### config.mk
export PLATFORM = sky130hd
export DESIGN_NAME = ref_clk_gen
export DESIGN_NICKNAME = d
export VERILOG_FILES = /design/src/rtl/ref_clk_gen_pkg.sv /design/src/rtl/ref_clk_gen_phase_len_calc.sv /design/src/rtl/ref_clk_gen.sv
export SDC_FILE = /design/constraint.sdc
export NUM_CORES = 1
export LEC_CHECK = 0
export ABC_AREA = 1
export BUFFER_PORTS_ARGS = -buffer_cell sky130_fd_sc_hd__buf_4
export CAP_MARGIN = 20
export CORE_ASPECT_RATIO = 0.6
export CORE_MARGIN = 8
export CORE_UTILIZATION = 41
export CTS_BUF_LIST = sky130_fd_sc_hd__clkbuf_4
export CTS_CLUSTER_SIZE = 12
export DETAILED_ROUTE_END_ITERATION = 10
export GPL_TIMING_DRIVEN = 1
export PLACE_DENSITY = 0.63
export SYNTH_ARGS = -nofsm -noshare
export SYNTH_HDL_FRONTEND = slang
export SYNTH_SLANG_ARGS = --single-unit
### constraint.sdc
create_clock -name fpga_clk_i -period 3.4 [get_ports fpga_clk_i]
set_clock_uncertainty 0.05 [all_clocks]
set_input_delay 0.85 -clock fpga_clk_i [delete_from_list [all_inputs] [get_ports fpga_clk_i]]
set_output_delay 0.85 -clock fpga_clk_i [all_outputs]
set_load 0.01 [all_outputs]
### src/rtl/ref_clk_gen_pkg.sv
// Shared definitions for the reference-clock generator: FSM states, reset
// half-period and a saturating signed add also used by the loop-filter bench.
package ref_clk_gen_pkg;

   typedef enum logic [1:0] {
      IDLE = 2'd0,
      HIGH = 2'd1,
      LOW  = 2'd2
   } state_t;

   localparam logic [15:0] DEFAULT_HALF = 16'd50;

   // a + b, clamped to [lo, hi]; one guard bit keeps the sum exact
   function automatic logic signed [31:0] sat_add(
      input logic signed [31:0] a,
      input logic signed [31:0] b,
      input logic signed [31:0] lo,
      input logic signed [31:0] hi
   );
      logic signed [32:0] sum;
      sum = $signed({a[31], a}) + $signed({b[31], b});
      if (sum < $signed({lo[31], lo})) begin
         return lo;
      end
      if (sum > $signed({hi[31], hi})) begin
         return hi;
      end
      return sum[31:0];
   endfunction

endpackage

### src/rtl/ref_clk_gen_phase_len_calc.sv
// Length of a LOW phase: half-period plus optional signed step, held to
// at least one cycle and at most the largest counter value.
module phase_len_calc
   import ref_clk_gen_pkg::*;
#(
   parameter int PERIOD_WIDTH = 16,
   parameter int STEP_WIDTH   = 8
) (
   input  logic                         step_en,
   input  logic        [PERIOD_WIDTH-1:0] half,
   input  logic signed [STEP_WIDTH-1:0]   step,
   output logic        [PERIOD_WIDTH-1:0] len
);

   localparam logic signed [31:0] LEN_MIN = 32'sd1;
   localparam logic signed [31:0] LEN_MAX = (32'sd1 <<< PERIOD_WIDTH) - 32'sd1;

   logic signed [31:0] half_ext;
   logic signed [31:0] step_ext;

   always_comb begin
      half_ext = $signed({{(32-PERIOD_WIDTH){1'b0}}, half});
      step_ext = step_en ? 32'(step) : 32'sd0;
      len      = PERIOD_WIDTH'(sat_add(half_ext, step_ext, LEN_MIN, LEN_MAX));
   end

endmodule

### src/rtl/ref_clk_gen.sv
// Programmable reference-clock generator for the ADPLL: glitch-free
// half-period reloads and signed phase-step injection into LOW phases.
module ref_clk_gen #(
   parameter int                      PERIOD_WIDTH   = 16,
   parameter logic [PERIOD_WIDTH-1:0] DEFAULT_HALF   = PERIOD_WIDTH'(ref_clk_gen_pkg::DEFAULT_HALF),
   parameter int                      STEP_WIDTH     = 8,
   parameter int                      EDGE_CNT_WIDTH = 16
) (
   input  logic                        fpga_clk_i,
   input  logic                        reset_i,
   input  logic                        enable_i,
   input  logic [PERIOD_WIDTH-1:0]     half_period_i,
   input  logic                        load_i,
   output logic                        load_ack_o,
   input  logic signed [STEP_WIDTH-1:0] phase_step_i,
   input  logic                        step_valid_i,
   output logic                        step_ready_o,
   output logic                        ref_clk_o,
   output logic                        edge_o,
   output logic [EDGE_CNT_WIDTH-1:0]   edge_cnt_o
);

   import ref_clk_gen_pkg::*;

   localparam logic [PERIOD_WIDTH-1:0]   ONE  = PERIOD_WIDTH'(1);
   localparam logic [EDGE_CNT_WIDTH-1:0] EINC = EDGE_CNT_WIDTH'(1);

   state_t                        state_q, state_d;
   logic [PERIOD_WIDTH-1:0]       cnt_q, cnt_d;
   logic [PERIOD_WIDTH-1:0]       half_q, pend_half_q;
   logic [PERIOD_WIDTH-1:0]       low_len_q, low_len_d;
   logic                          load_pend_q;
   logic                          step_pend_q, step_used_q;
   logic signed [STEP_WIDTH-1:0]  step_val_q, step_eff;
   logic                          step_eff_en;
   logic                          rise, to_low, low_end, apply, accept;

   assign accept      = step_valid_i & step_ready_o;
   // a step accepted on the last HIGH cycle still shapes the LOW it enters
   assign step_eff_en = step_pend_q | accept;
   assign step_eff    = step_pend_q ? step_val_q : phase_step_i;

   phase_len_calc #(
      .PERIOD_WIDTH (PERIOD_WIDTH),
      .STEP_WIDTH   (STEP_WIDTH)
   ) u_len (
      .step_en (step_eff_en),
      .half    (half_q),
      .step    (step_eff),
      .len     (low_len_d)
   );

   always_comb begin
      state_d = state_q;
      cnt_d   = cnt_q + ONE;
      rise    = 1'b0;
      to_low  = 1'b0;
      low_end = 1'b0;
      case (state_q)
         IDLE: begin
            cnt_d = '0;
            if (enable_i) begin
               state_d = HIGH;
               rise    = 1'b1;
            end
         end
         HIGH: begin
            if (cnt_q == half_q - ONE) begin
               state_d = LOW;
               cnt_d   = '0;
               to_low  = 1'b1;
            end
         end
         LOW: begin
            // enable is only honoured at the end of a full LOW phase
            if (cnt_q == low_len_q - ONE) begin
               low_end = 1'b1;
               cnt_d   = '0;
               rise    = enable_i;
               state_d = enable_i ? HIGH : IDLE;
            end
         end
         default: begin
            state_d = IDLE;
            cnt_d   = '0;
         end
      endcase
   end

   // a pending half-period is adopted in IDLE or at a rising edge
   assign apply = load_pend_q & ((state_q == IDLE) | rise);

   // Stage: sequencing and registered clock outputs
   always_ff @(posedge fpga_clk_i or posedge reset_i) begin
      if (reset_i) begin
         state_q    <= IDLE;
         cnt_q      <= '0;
         ref_clk_o  <= 1'b0;
         edge_o     <= 1'b0;
         edge_cnt_o <= '0;
      end else begin
         state_q   <= state_d;
         cnt_q     <= cnt_d;
         ref_clk_o <= (state_d == HIGH);
         edge_o    <= rise;
         if (rise) begin
            edge_cnt_o <= edge_cnt_o + EINC;
         end
      end
   end

   // Stage: half-period reload handshake
   always_ff @(posedge fpga_clk_i or posedge reset_i) begin
      if (reset_i) begin
         half_q      <= DEFAULT_HALF;
         load_pend_q <= 1'b0;
         load_ack_o  <= 1'b0;
      end else begin
         load_ack_o <= apply;
         if (apply) begin
            half_q <= pend_half_q;
         end
         if (load_i) begin
            load_pend_q <= 1'b1;
         end else if (apply) begin
            load_pend_q <= 1'b0;
         end
      end
   end

   // Stage: phase-step slot
   always_ff @(posedge fpga_clk_i or posedge reset_i) begin
      if (reset_i) begin
         step_pend_q  <= 1'b0;
         step_used_q  <= 1'b0;
         step_ready_o <= 1'b1;
      end else if (low_end && (!enable_i || step_used_q)) begin
         step_pend_q  <= 1'b0;
         step_used_q  <= 1'b0;
         step_ready_o <= 1'b1;
      end else begin
         if (accept) begin
            step_pend_q  <= 1'b1;
            step_ready_o <= 1'b0;
         end
         if (to_low && step_eff_en) begin
            step_used_q <= 1'b1;
         end
      end
   end

   // Stage: data registers, no reset needed
   always_ff @(posedge fpga_clk_i) begin
      if (load_i) begin
         pend_half_q <= (half_period_i == '0) ? ONE : half_period_i;
      end
      if (accept) begin
         step_val_q <= phase_step_i;
      end
      if (to_low) begin
         low_len_q <= low_len_d;
      end
   end

endmodule

# Yosys cells after proc, flatten, opt, wreduce, memory -nomap -nowiden
# Index checks and enable logic that the tools add are counted.
[op_classes] order_cmp=2 n_addsub=5 n_reduce_logical=9 n_mux=32 eq_ne=5 bitwise=4
[ops] operator="16-bit two-way mux" count=6
[ops] operator="17-bit by 32-bit adder with 33-bit output" count=1
[ops] operator="33-bit by 17-bit greater-than comparator with 1-bit output (second input constant)" count=1
[ops] operator="33-bit by 2-bit < comparator with 1-bit output (second input constant)" count=1
[ops] operator="16-bit by 1-bit adder with 16-bit output (second input constant)" count=2
[ops] operator="16-bit == test" count=2
[ops] operator="32-bit two-way mux" count=1
[ops] operator="16-bit one-hot mux with 2 select lines" count=1
[ops] operator="16-bit by 1-bit subtractor with 16-bit output (second input constant)" count=2
[ops] operator="1-bit two-way mux" count=18
[ops] operator="16-bit logical NOT" count=1
[ops] operator="8-bit two-way mux" count=1
[ops] operator="2-bit two-way mux" count=3
[ops] operator="2-bit one-hot mux with 3 select lines" count=1
[ops] operator="2-bit nonzero test" count=3
[ops] operator="2-bit by 1-bit == test with 1-bit output (second input constant)" count=2
[ops] operator="1-bit bitwise AND" count=2
[ops] operator="2-bit == test (second input constant)" count=1
[ops] operator="1-bit logical AND" count=2
[ops] operator="2-bit logical NOT" count=1
[ops] operator="1-bit OR" count=2
[ops] operator="1-bit one-hot mux with 2 select lines" count=1
[ops] operator="1-bit logical NOT" count=1
[ops] operator="1-bit logical OR" count=1
[word_totals] out_inout_bits=20 in_bits=29 regBits=97

# Logic depth before layout (Yosys ltp)
# Gate-level depths: netlist of run 1.
[depth] ltp_word=9 ltp_mapped=30

# Hierarchy
# A second synthesis of run 1 with hierarchy kept.
[hier_totals] hier_cells=1013 hier_area_um2=7170.6
[modules_own_cells] mod="ref_clk_gen" seq_area_each_um2=2632.5 n_inst=1 area_per_inst_um2=5806.8 cells_each=747
[modules_own_cells] mod="phase_len_calc" seq_area_each_um2=0.0 n_inst=1 area_per_inst_um2=1363.8 cells_each=266

# Worst setup path after synthesis of run 1
# Ideal clock, no wire load.
[synth_path] path_type="input port to flip-flop" startpoint="in step_valid_i" endpoint="reg low_len_q[11], data pin" t_arrival_ns=3.693 slack_ns=-0.598 path_buffers=2 required_ns=3.094 stages=30 cell_sequence="nand2_1 > nand2_2 > buf_4 > nand2_1 > inv_1 > ha_1 > nand2_1 > nor2_1 > nand2_1 > nand3_1 > nand2_1 > nand2_1 > nand4_1 > nand2_1 > a21boi_0 > ha_1 > nand2_1 > nor2_1 > nand3_1 > nor2_1 > nand2_1 > nor2_1 > nand2_1 > nor2_1 > nand3_1 > nor2_1 > nand3_2 > nand2_4 > buf_6 > nor2_2"
[synth_via] elab_chain_cells=9
[synth_lines] item="from (decl)" line_no="ref_clk_gen.sv:16" rtl="input logic step_valid_i,"
[synth_lines] item="1-bit bitwise AND (*)" line_no="ref_clk_gen.sv:38" rtl="assign accept = step_valid_i & step_ready_o;"
[synth_lines] item="1-bit OR (*)" line_no="ref_clk_gen.sv:40" rtl="assign step_eff_en = step_pend_q | accept;"
[synth_lines] item="32-bit two-way mux (*)" line_no="ref_clk_gen_phase_len_calc.sv:23" rtl="step_ext = step_en ? 32'(step) : 32'sd0;"
[synth_lines] item="17-bit by 32-bit adder with 33-bit output (*)" line_no="ref_clk_gen_pkg.sv:21" rtl="sum = $signed({a[31], a}) + $signed({b[31], b});"
[synth_lines] item="33-bit by 17-bit greater-than comparator with 1-bit output" line_no="ref_clk_gen_pkg.sv:25" rtl="if (sum > $signed({hi[31], hi})) begin"
[synth_lines] item="1-bit two-way mux (2 in a row)" line_no="ref_clk_gen_pkg.sv:25"
[synth_lines] item="16-bit two-way mux" line_no="ref_clk_gen_pkg.sv:28" rtl="return sum[31:0];"
[synth_lines] item="16-bit two-way mux (*)" line_no="ref_clk_gen_pkg.sv:25"
[synth_lines] item="to (signal assigned)" line_no="ref_clk_gen.sv:161" rtl="low_len_q <= low_len_d;"
[synth_lines] item="to (decl)" line_no="ref_clk_gen.sv:31" rtl="logic [PERIOD_WIDTH-1:0] low_len_q, low_len_d;"
# Mark *: on every way between the ends. The rest lies on a longest branch, timed or not. The select of a mux whose other input is x is not followed.
# A chain may end at the register's enable or synchronous reset.

# Worst setup path after layout of run 1
[layout_path] startpoint="reg step_pend_q" endpoint="reg low_len_q[10], data pin"
[layout_via] elab_chain_cells=8
[layout_lines] item="from (decl)" line_no="ref_clk_gen.sv:33" rtl="logic step_pend_q, step_used_q;"
[layout_lines] item="from (signal assigned)" line_no="ref_clk_gen.sv:134" rtl="step_pend_q <= 1'b0;"
[layout_lines] item="from (signal assigned)" line_no="ref_clk_gen.sv:138" rtl="step_pend_q <= 1'b0;"
[layout_lines] item="from (signal assigned)" line_no="ref_clk_gen.sv:143" rtl="step_pend_q <= 1'b1;"
[layout_lines] item="8-bit two-way mux or 1-bit OR (tied branches)" line_no="ref_clk_gen.sv:41, ref_clk_gen.sv:40"
[layout_lines] item="32-bit two-way mux (*)" line_no="ref_clk_gen_phase_len_calc.sv:23"
[layout_lines] item="17-bit by 32-bit adder with 33-bit output (*)" line_no="ref_clk_gen_pkg.sv:21"
[layout_lines] item="33-bit by 17-bit greater-than comparator with 1-bit output" line_no="ref_clk_gen_pkg.sv:25"
[layout_lines] item="1-bit two-way mux (2 in a row)" line_no="ref_clk_gen_pkg.sv:25"
[layout_lines] item="16-bit two-way mux" line_no="ref_clk_gen_pkg.sv:28"
[layout_lines] item="16-bit two-way mux (*)" line_no="ref_clk_gen_pkg.sv:25"
# Marks and branches as above.

==> results of run 1 <==
power by group through the flow:
stage / Combinational, mW / Sequential, mW / Clock, mW
after detailed placement: 2.64 / 1.75 / 0
after global placement: 2.62 / 1.75 / 0
after CTS: 2.70 / 1.73 / 0.660
final: 2.77 / 1.73 / 0.646
after global routing: 3.08 / 1.76 / 0.703
after floorplan: 1.64 / 1.70 / 0
cells by family after synthesis:
kind of cell	Yosys count
compound gates	63
xor+xnor	60
fa+ha+maj	17
buf+inv	155
flops	97
simple gates	553
synthesized netlist by cell type, types with 2 or more instances:
master    number
nand2_1      274
nand3_1      115
inv_1        112
nor2_1        91
dfrtp_1       53
xor2_1        45
edfxtp_1      40
a21oi_1       28
clkbuf_1      21
o21ai_0       18
ha_1          16
nor2_2        16
xnor2_1       13
nand3b_1      11
nor3_1        11
nand4_1        8
nand2_2        7
buf_6          6
nor4_1         6
o21ai_1        6
buf_2          4
dfstp_2        4
inv_2          4
buf_4          3
nand2_4        3
nand3_2        3
a21boi_1       2
buf_1          2
clkbuf_2       2
nand3_4        2
nor3_2         2
o211ai_1       2
how the worst min path moves through the flow:
stage / depth (start not counted) / slack (ns) / to / from
3_5_place_dp: 2 / 0.42 / half_q[8]$_DFFE_PP0P_ / pend_half_q[8]$_SDFFCE_PN0P_
2_1_floorplan: 2 / 0.41 / half_q[0]$_DFFE_PP0P_ / pend_half_q[0]$_SDFFCE_PN1P_
5_1_grt: 1 / 0.41 / pend_half_q[4]$_SDFFCE_PN0P_ / half_period_i[4]
4_1_cts: 1 / 0.44 / pend_half_q[4]$_SDFFCE_PN0P_ / half_period_i[4]
3_3_place_gp: 2 / 0.41 / half_q[13]$_DFFE_PP0P_ / pend_half_q[13]$_SDFFCE_PN0P_
6_report: 2 / 0.45 / half_q[10]$_DFFE_PP0P_ / pend_half_q[10]$_SDFFCE_PN0P_
per-stage QoR:
| step | hold WS (ns) | power, mW | worst slack, ns |
|---|---|---|---|
| detailed placement | 0.417 | 4.39 | -0.789 |
| floorplan | 0.405 | 3.33 | -0.418 |
| CTS | 0.435 | 5.09 | -0.310 |
| finish | 0.447 | 5.15 | -0.368 |
| global placement | 0.410 | 4.37 | -0.708 |
| global route | 0.412 | 5.55 | -0.595 |
critical path: cells and delay by family (launching register included):
kind | cells | cell delay (ns)
flops | 1 | 0.46
buf+inv | 11 | 1.27
fa+ha+maj | 1 | 0.38
simple gates | 16 | 1.36
per-layer routing:
metal  track usage  wire length (um)  vias to the layer above
li1              -                 -                     3235
met1         0.288             10200                     2906
met2         0.239              6920                      200
met3        0.0460              1510                       12
met4        0.0372               158                        0
met5             0                 0                        -
flip-flops by register name, indices dropped and copies added (netlist names), 2 cells and up:
register and cells:
cnt_q 16, edge_cnt_o 16, half_q 16, low_len_q 16, pend_half_q 16, state_q 2
step_val_q 8
repair_timing:
item | 4_1_cts | 5_1_grt
gates cloned | 1 | 0
resized for setup | 5 | 8
hold buffers | 0 | 0
buffers inserted | 10 | 3
endpoints found under the setup margin | 16 | 16
pin swaps | 11 | 7
layout make-up:
class                   instances  area (sq um)  area share
well taps                     228           285      0.0346
repair buffers                133          1010       0.123
flip-flops and latches         97          2630       0.319
clock inverters                 7          70.1     0.00850
multi-input cells             694          3720       0.452
inverters                     117           443      0.0537
diodes                          2          5.00    0.000607
clock buffers                   9          67.6     0.00820
==> impl_metrics.csv, run 1 <==
group,metric,value,unit
run_status,status,"finished with violations",
run_status,violations,"setup timing",
synth,ys_seq_elements,97,
routing,detail_route.wl_per_cell,14.6,um
cells_and_area,final_util,0.505,
synth,synth_edf_count,40,
clocking,clk_latency,0.51,ns
synth,synth_compound_area_frac,0.0507,
timing,tightest_slew,0.735,ns
floorplan,fp.dieH,116,um
cells_and_area,layout_commonest_cell,"nand2_1",
floorplan,dieArea,21300,sq um
synth,synth_cell_types,47,
setup_path,cp.arrival,3.98,ns
floorplan,core_area,16300,sq um
cells_and_area,postLayoutCellArea,8240,sq um
power,p_per_area,625,nW/um^2
routing,vias,6353,
synth,netlist_area,6870,sq um
setup_path,worstSetupPathType,"reg -> reg",
synth,synth-adder-area-share,0.0321,
setup_path,crit_end,"low_len_q[10]$_SDFFCE_PP0P_",
power,internal-power,2.79,mW
floorplan,die_w,183,um
timing,rsz0062_at_grt,"yes",
grt,grt_pass1_vias,5819,
cells_and_area,fin_cells,1287,
routing,vias_per_cell,4.94,
floorplan,start_util,0.421,
timing,setup_viol,16,
clocking,clock_path_buffers,2,
power,leakage,4.06,nW
power,switching_share,0.458,
routing,wirelength,18800,um
cells_and_area,finalNetCount,1098,
floorplan,ios,49,
timing,max_freq,265,MHz
cells_and_area,fill_cells,1621,
grt,grt_overflow,0,
clocking,cts.sinks,97,
routing,drc,0,
setup_path,startpoint,"step_pend_q$_DFFE_PP0P_",
run,maxCapViolations,0,
power,power_frac_clock,0.125,
grt,antenna_found_initial,2,
timing,relSlewSlack,0.510,
setup_path,r2r_slack,-0.37,ns
synth,syn-num-nets,991,
synth,synth_ff_type,"dfrtp_1",
power,p_sw,2.36,mW
synth,synthXorXnorAreaFrac,0.0807,
synth,synth_area_leaders,"dfrtp_1 (19%), edfxtp_1 (17%), nand2_1 (15%), nand3_1 (8.4%), inv_1 (6.1%)",
setup_path,cp.required,3.62,ns
place,portBuffers,48,
timing,finalCritPeriodShare,1.11,
place,place_congestion,0.946,
clocking,cts-root-buf,"clkbuf_4",
setup_path,timing.rr.end,"low_len_q[10]$_SDFFCE_PP0P_",
setup_path,endpoint_kind,"flip-flop",
synth,yosysSeqAreaShare,0.383,
synth,synth-simple-area-share,0.359,
routing,antenna_left,0,
setup_path,crit_path_start_kind,"flip-flop",
timing,hold_viol_final,0,
synth,syn_inst,945,
clocking,numCtsBuffers,9,
timing,fin_setup_tns,-5.55,ns
timing,min_period,3.77,ns
synth,yosysTopAreaCell,"dfrtp_1",
cells_and_area,layout-drive-gt1-share,0.204,
place,post_dp_cell_area,7940,sq um
clocking,clkTransAtPathRegs,0.17,ns
place,hpwl,14700,um
setup_path,cp_common_cell,"buf_4",
timing,drv_slew,0,
setup_path,slowest_delay,0.46,ns
clocking,cts_tree,"built",
power,vdd_drop_max,0.260,mV
floorplan,num_rows,36,
routing,dr.pass1.iters,7,
cells_and_area,area_growth,20.0,%
setup_path,cp_max_fo,8,
worst_hold_path,holdCritPathClass,"reg -> reg",
synth,synth_warnings,0,
synth,avgSynthCellArea,7.27,sq um
grt,grt_max_degree,58,
grt,grt_pass1_wl,30600,um
cells_and_area,final_cell_mix,"nand2_1 (267), buf_4 (131), nand3_1 (113)",
synth,synth_top_family_by_area,"simple AND/OR/NAND/NOR gates",
synth,ys_async_sr_fraction,0.588,
power,seqPwrFrac,0.337,
setup_path,r2r_start,"step_pend_q$_DFFE_PP0P_",
clocking,htree_levels,3,
synth,synth_top_area_frac,0.193,
grt,grtUsageTotal,0.183,
routing,drt_iter0_markers,595,
synth,synthMuxAreaShare,0,
power,pwr-share-comb,0.538,
timing,fin_ws,-0.368,ns
place,place_inst,1255,
setup_path,reg2reg_depth,28,
setup_path,cp_slowest_cell,"dfrtp_1",
No activity file was read; power rests on OpenSTA's default activity.
==> run 2: changes to the inputs <==
PLACE_DENSITY = unset   (was 0.63)
==> run 2 against run 1 <==
Net effect:
- the flow still finishes with violations (setup timing)
- non-clock buffer count up 6
- die area unchanged
- register-to-register slack worse by 0.13 ns
- via count up 0.99%
- largest cell class unchanged
- core utilization up 0.25 points
- first-iteration DRC count down 7.1%
- critical path depth down 2
==> impl_metrics.csv, run 2 (same netlist as run 1, synthesis figures left out) <==
group,metric,value,unit
cells_and_area,layout-drive-gt1-share,0.209,
place,portBuffers,48,
cells_and_area,postLayoutCellArea,8280,sq um
timing,hold_viol_final,0,
cells_and_area,area_growth,20.6,%
clocking,htree_levels,3,
timing,max_freq,257,MHz
timing,rsz0062_at_grt,"yes",
power,switching_share,0.457,
cells_and_area,finalNetCount,1104,
setup_path,endpoint_kind,"flip-flop",
cells_and_area,final_cell_mix,"nand2_1 (268), buf_4 (139), nand3_1 (114)",
floorplan,num_rows,36,
run_status,status,"finished with violations",
run,maxCapViolations,0,
clocking,clk_latency,0.51,ns
setup_path,worstSetupPathType,"reg -> reg",
grt,grtUsageTotal,0.187,
timing,tightest_slew,0.750,ns
routing,drc,0,
grt,grt_max_degree,58,
floorplan,die_w,183,um
floorplan,core_area,16300,sq um
grt,antenna_found_initial,1,
routing,drt_iter0_markers,553,
timing,relSlewSlack,0.500,
timing,finalCritPeriodShare,1.14,
clocking,cts.sinks,97,
setup_path,cp_max_fo,8,
power,internal-power,2.83,mW
floorplan,start_util,0.421,
power,p_total,5.22,mW
routing,wirelength,19100,um
power,power_frac_clock,0.123,
cells_and_area,multi_input_area,3740,sq um
clocking,clkTransAtPathRegs,0.18,ns
place,post_dp_cell_area,7940,sq um
clocking,cts-root-buf,"clkbuf_4",
routing,vias,6416,
floorplan,fp.dieH,116,um
routing,detail_route.wl_per_cell,14.8,um
worst_hold_path,holdPathStages,2,
run_status,violations,"setup timing",
clocking,clock_path_buffers,2,
cells_and_area,layout_commonest_cell,"nand2_1",
timing,min_period,3.89,ns
power,vdd_drop_max,0.301,mV
power,pwr-share-comb,0.543,
cells_and_area,regArea,2630,sq um
cells_and_area,fill_cells,1608,
grt,grt_pass1_wl,31300,um
setup_path,cp.required,3.63,ns
power,p_per_area,630,nW/um^2
place,hpwl,14800,um
power,seqPwrFrac,0.333,
routing,antenna_left,0,
floorplan,dieArea,21300,sq um
setup_path,reg2reg_depth,26,
clocking,numCtsBuffers,9,
setup_path,cp.arrival,4.12,ns
setup_path,crit_path_start_kind,"flip-flop",
timing,fin_ws,-0.493,ns
worst_hold_path,holdCritPathClass,"reg -> reg",
routing,vias_per_cell,4.97,
grt,grt_pass1_vias,6023,
clocking,cts_tree,"built",
floorplan,ios,49,
timing,setup_viol,16,
routing,dr.pass1.iters,5,
place,place_congestion,0.928,
timing,drv_slew,0,
power,p_sw,2.39,mW
power,leakage,4.09,nW
grt,grt_overflow,0,
## run 2: per-layer routing
layer | share of wire | track usage
met1 | 0.53 | 0.292
met2 | 0.37 | 0.251
met3 | 0.087 | 0.0457
met4 | 0.0093 | 0.0410
met5 | 0 | 0
## run 2: power groups by stage
stage	Clock (mW)	Combinational (mW)	Sequential (mW)
detailed placement	0	2.65	1.76
global placement	0	2.64	1.76
CTS	0.666	2.77	1.73
finish	0.643	2.84	1.74
global route	0.712	3.16	1.77
floorplan	0	1.64	1.70
## run 2: area by class of cell
type / instances / share of cell area
Tap cell: 228 / 0.0344
Multi-Input combinational cell: 694 / 0.452
Timing Repair Buffer: 139 / 0.126
Antenna cell: 1 / 0.000302
Sequential cell: 97 / 0.318
Clock inverter: 7 / 0.00846
Inverter: 117 / 0.0532
Clock buffer: 9 / 0.00816
## run 2: worst max-delay path, stage by stage, from the launching register on
cell,delay (ns)
dfstp_2,0.62
nand2_8,0.07
o21ai_2,0.11
ha_2,0.20
fa_2,0.21
nand2_2,0.07
nor2_4,0.09
nand2_1,0.06
nand3_2,0.08
nand2_2,0.06
nand2_2,0.08
nand4_1,0.11
buf_4,0.16
buf_4,0.12
buf_4,0.12
buf_4,0.13
buf_4,0.12
buf_4,0.12
buf_4,0.12
buf_4,0.12
buf_4,0.12
nand3_1,0.08
nand3_1,0.10
nor2_2,0.14
nand3_4,0.17
nand2_8,0.18
nor2_4,0.05
## run 2: what timing repair did
action | 4_1_cts | 5_1_grt
resized for setup | 7 | 8
gates cloned | 1 | 0
setup buffers | 16 | 1
setup endpoints to repair | 16 | 16
pin swaps | 34 | 9
hold buffers | 0 | 0
## run 2: final timing paths
check / end / start / slack, ns
max: low_len_q[12]$_SDFFCE_PP0P_ / step_ready_o$_DFFE_PP1P_ / -0.49
min: half_q[14]$_DFFE_PP0P_ / pend_half_q[14]$_SDFFCE_PN0P_ / 0.44
max reg2reg: low_len_q[12]$_SDFFCE_PP0P_ / step_ready_o$_DFFE_PP1P_ / -0.49
min reg2reg: half_q[14]$_DFFE_PP0P_ / pend_half_q[14]$_SDFFCE_PN0P_ / 0.44
max in group asynchronous: cnt_q[5]$_DFF_PP0_ / reset_i / 2.31
min in group asynchronous: edge_cnt_o[0]$_DFFE_PP0P_ / reset_i / 0.47
## run 2: through the flow
step / hold slack (ns) / std cells / TNS [ns] / worst slack, ns / utilization
final: 0.445 / 1292 / -7.48 / -0.493 / 0.508
after detailed placement: 0.413 / 1257 / -13.79 / -0.896 / 0.487
after CTS: 0.417 / 1290 / -6.10 / -0.408 / 0.505
after floorplan: 0.405 / 945 / -5.67 / -0.418 / -
after global routing: 0.399 / 1292 / -10.78 / -0.704 / 0.508
after global placement: 0.410 / 1257 / -11.10 / -0.722 / 0.487
==> run 3: changes to the inputs <==
REMOVE_ABC_BUFFERS = 1   (was unset)
==> run 3 against run 2 <==
Net effect:
- the flow still finishes with violations (setup timing)
- largest power group unchanged
- combinational power hardly changed
- sequential cell count stayed put
- sequential share of layout area is 0.16 points higher
- setup slack better by 0.14 ns
- global-route usage is 0.20 points lower
- critical path type unchanged
- non-clock buffer count stayed put
- highest routed layer unchanged
- count of clock-buffer cells in the layout stayed put
- fmax is 3.7% higher
==> impl_metrics.csv, run 3 (same netlist as run 1, synthesis figures left out) <==
group,metric,value,unit
run_status,status,"finished with violations",
run_status,violations,"setup timing",
clocking,clkTransAtPathRegs,0.18,ns
place,place_inst,1263,
setup_path,cp.arrival,3.98,ns
cells_and_area,regArea,2630,sq um
cells_and_area,fill_cells,1629,
power,switching_share,0.450,
grt,antenna_found_initial,1,
run,maxCapViolations,0,
place,hpwl,14800,um
cells_and_area,area_growth,20.0,%
setup_path,cp_slowest_cell,"dfstp_2",
timing,min_period,3.76,ns
setup_path,crit_path_start_kind,"flip-flop",
timing,tightest_slew,0.745,ns
setup_path,cp.required,3.63,ns
place,place_congestion,0.901,
floorplan,dieArea,21300,sq um
timing,setup_viol,16,
cells_and_area,multi_input_area,3690,sq um
floorplan,die_w,183,um
timing,timing.hold.ws,0.445,ns
clocking,ctsHoldBuffers,0,
clocking,clk_latency,0.52,ns
cells_and_area,final_util,0.505,
timing,finalCritPeriodShare,1.10,
power,power_frac_clock,0.123,
routing,wirelength,18900,um
clocking,cts.sinks,97,
power,p_per_area,634,nW/um^2
worst_hold_path,holdCritPathClass,"reg -> reg",
timing,relSlewSlack,0.503,
grt,grt_max_degree,58,
place,post_dp_cell_area,7910,sq um
setup_path,endpoint_kind,"flip-flop",
power,leakage,4.09,nW
place,portBuffers,48,
routing,drc,0,
power,p_total,5.23,mW
cells_and_area,fin_cells,1292,
power,internal-power,2.88,mW
floorplan,num_rows,36,
routing,detail_route.wl_per_cell,14.6,um
timing,rsz0062_at_grt,"yes",
power,vdd_drop_max,0.387,mV
floorplan,fp.dieH,116,um
grt,grt_overflow,0,
place,dp_slack,-0.894,ns
grt,grt_pass1_vias,5885,
cells_and_area,finalNetCount,1104,
cells_and_area,layout_commonest_cell,"nand2_1",
timing,fin_ws,-0.355,ns
cells_and_area,final_cell_mix,"nand2_1 (269), buf_4 (138), nand3_1 (113)",
cells_and_area,layout-drive-gt1-share,0.207,
floorplan,core_area,16300,sq um
setup_path,slowest_delay,0.61,ns
routing,drt_iter0_markers,613,
timing,max_freq,266,MHz
routing,antenna_left,0,
timing,fin_setup_tns,-5.04,ns
setup_path,worstSetupPathType,"reg -> reg",
power,seqPwrFrac,0.329,
clocking,numCtsBuffers,9,
clocking,htree_levels,3,
clocking,cts-root-buf,"clkbuf_4",
timing,drv_slew,0,
clocking,cts_tree,"built",
floorplan,start_util,0.421,
grt,grt_pass1_wl,31100,um
routing,vias,6315,
clocking,clock_path_buffers,2,
setup_path,cp_max_fo,7,
timing,hold_viol_final,0,
grt,grtUsageTotal,0.185,
routing,dr.pass1.iters,5,
cells_and_area,postLayoutCellArea,8240,sq um
floorplan,ios,49,
power,p_sw,2.35,mW
power,pwr-share-comb,0.549,
routing,vias_per_cell,4.89,
==> run 3: changes by cell type in the layout (fill, tap and decap cells not counted), moves of 3 or more <==
| cell | change |
|---|---|
| ha_4 | -3 |
| ha_1 | +3 |
| nand2_4 | +3 |
| nor2_4 | -3 |
| nor2_2 | +4 |
==> run 3: critical path: cells and delay by family, from the launching register on <==
family	cells	cell delay, ns
compound gates	2	0.18
fa+ha+maj	3	0.71
flops	1	0.61
simple gates	22	1.97
==> run 3: layer usage <==
| metal | wire length [um] | vias up | global-route usage |
|---|---|---|---|
| met4 | 167 | 0 | 0.0415 |
| li1 | - | 3244 | - |
| met3 | 1630 | 12 | 0.0509 |
| met1 | 10400 | 2841 | 0.296 |
| met2 | 6730 | 218 | 0.234 |
| met5 | 0 | - | 0 |
==> run 3: repair_timing <==
| action | in CTS | in global routing |
|---|---|---|
| gates resized for setup | 14 | 13 |
| pin swaps | 16 | 9 |
| gates cloned | 1 | 0 |
| setup endpoints to repair | 16 | 16 |
| setup buffers | 10 | 1 |
==> run 3: final cells by class <==
class / count / area share
Clock inverter: 7 / 0.00941
Timing Repair Buffer: 139 / 0.127
Sequential cell: 97 / 0.319
Inverter: 117 / 0.0534
Multi-Input combinational cell: 694 / 0.448
Antenna cell: 1 / 0.000304
Clock buffer: 9 / 0.00820
Tap cell: 228 / 0.0346
==> run 3: path summary, 6_finish.rpt <==
path,startpoint,to,slack (ns),depth (start not counted)
setup / recovery,step_ready_o$_DFFE_PP1P_,low_len_q[7]$_SDFFCE_PP0P_,-0.36,27
min in group asynchronous,reset_i,cnt_q[2]$_DFF_PP0_,0.48,3
setup reg to reg,step_ready_o$_DFFE_PP1P_,low_len_q[7]$_SDFFCE_PP0P_,-0.36,27
hold reg to reg,pend_half_q[12]$_SDFFCE_PN0P_,half_q[12]$_DFFE_PP0P_,0.44,2
hold / removal,pend_half_q[12]$_SDFFCE_PN0P_,half_q[12]$_DFFE_PP0P_,0.44,2
max in group asynchronous,reset_i,cnt_q[10]$_DFF_PP0_,2.33,3
==> run 3: power by group through the flow <==
stage	sequential, mW	clock, mW	combinational, mW
global route	1.74	0.700	3.21
floorplan	1.70	0	1.54
CTS	1.71	0.654	2.81
global placement	1.73	0	2.68
finish	1.72	0.641	2.87
detailed placement	1.73	0	2.70
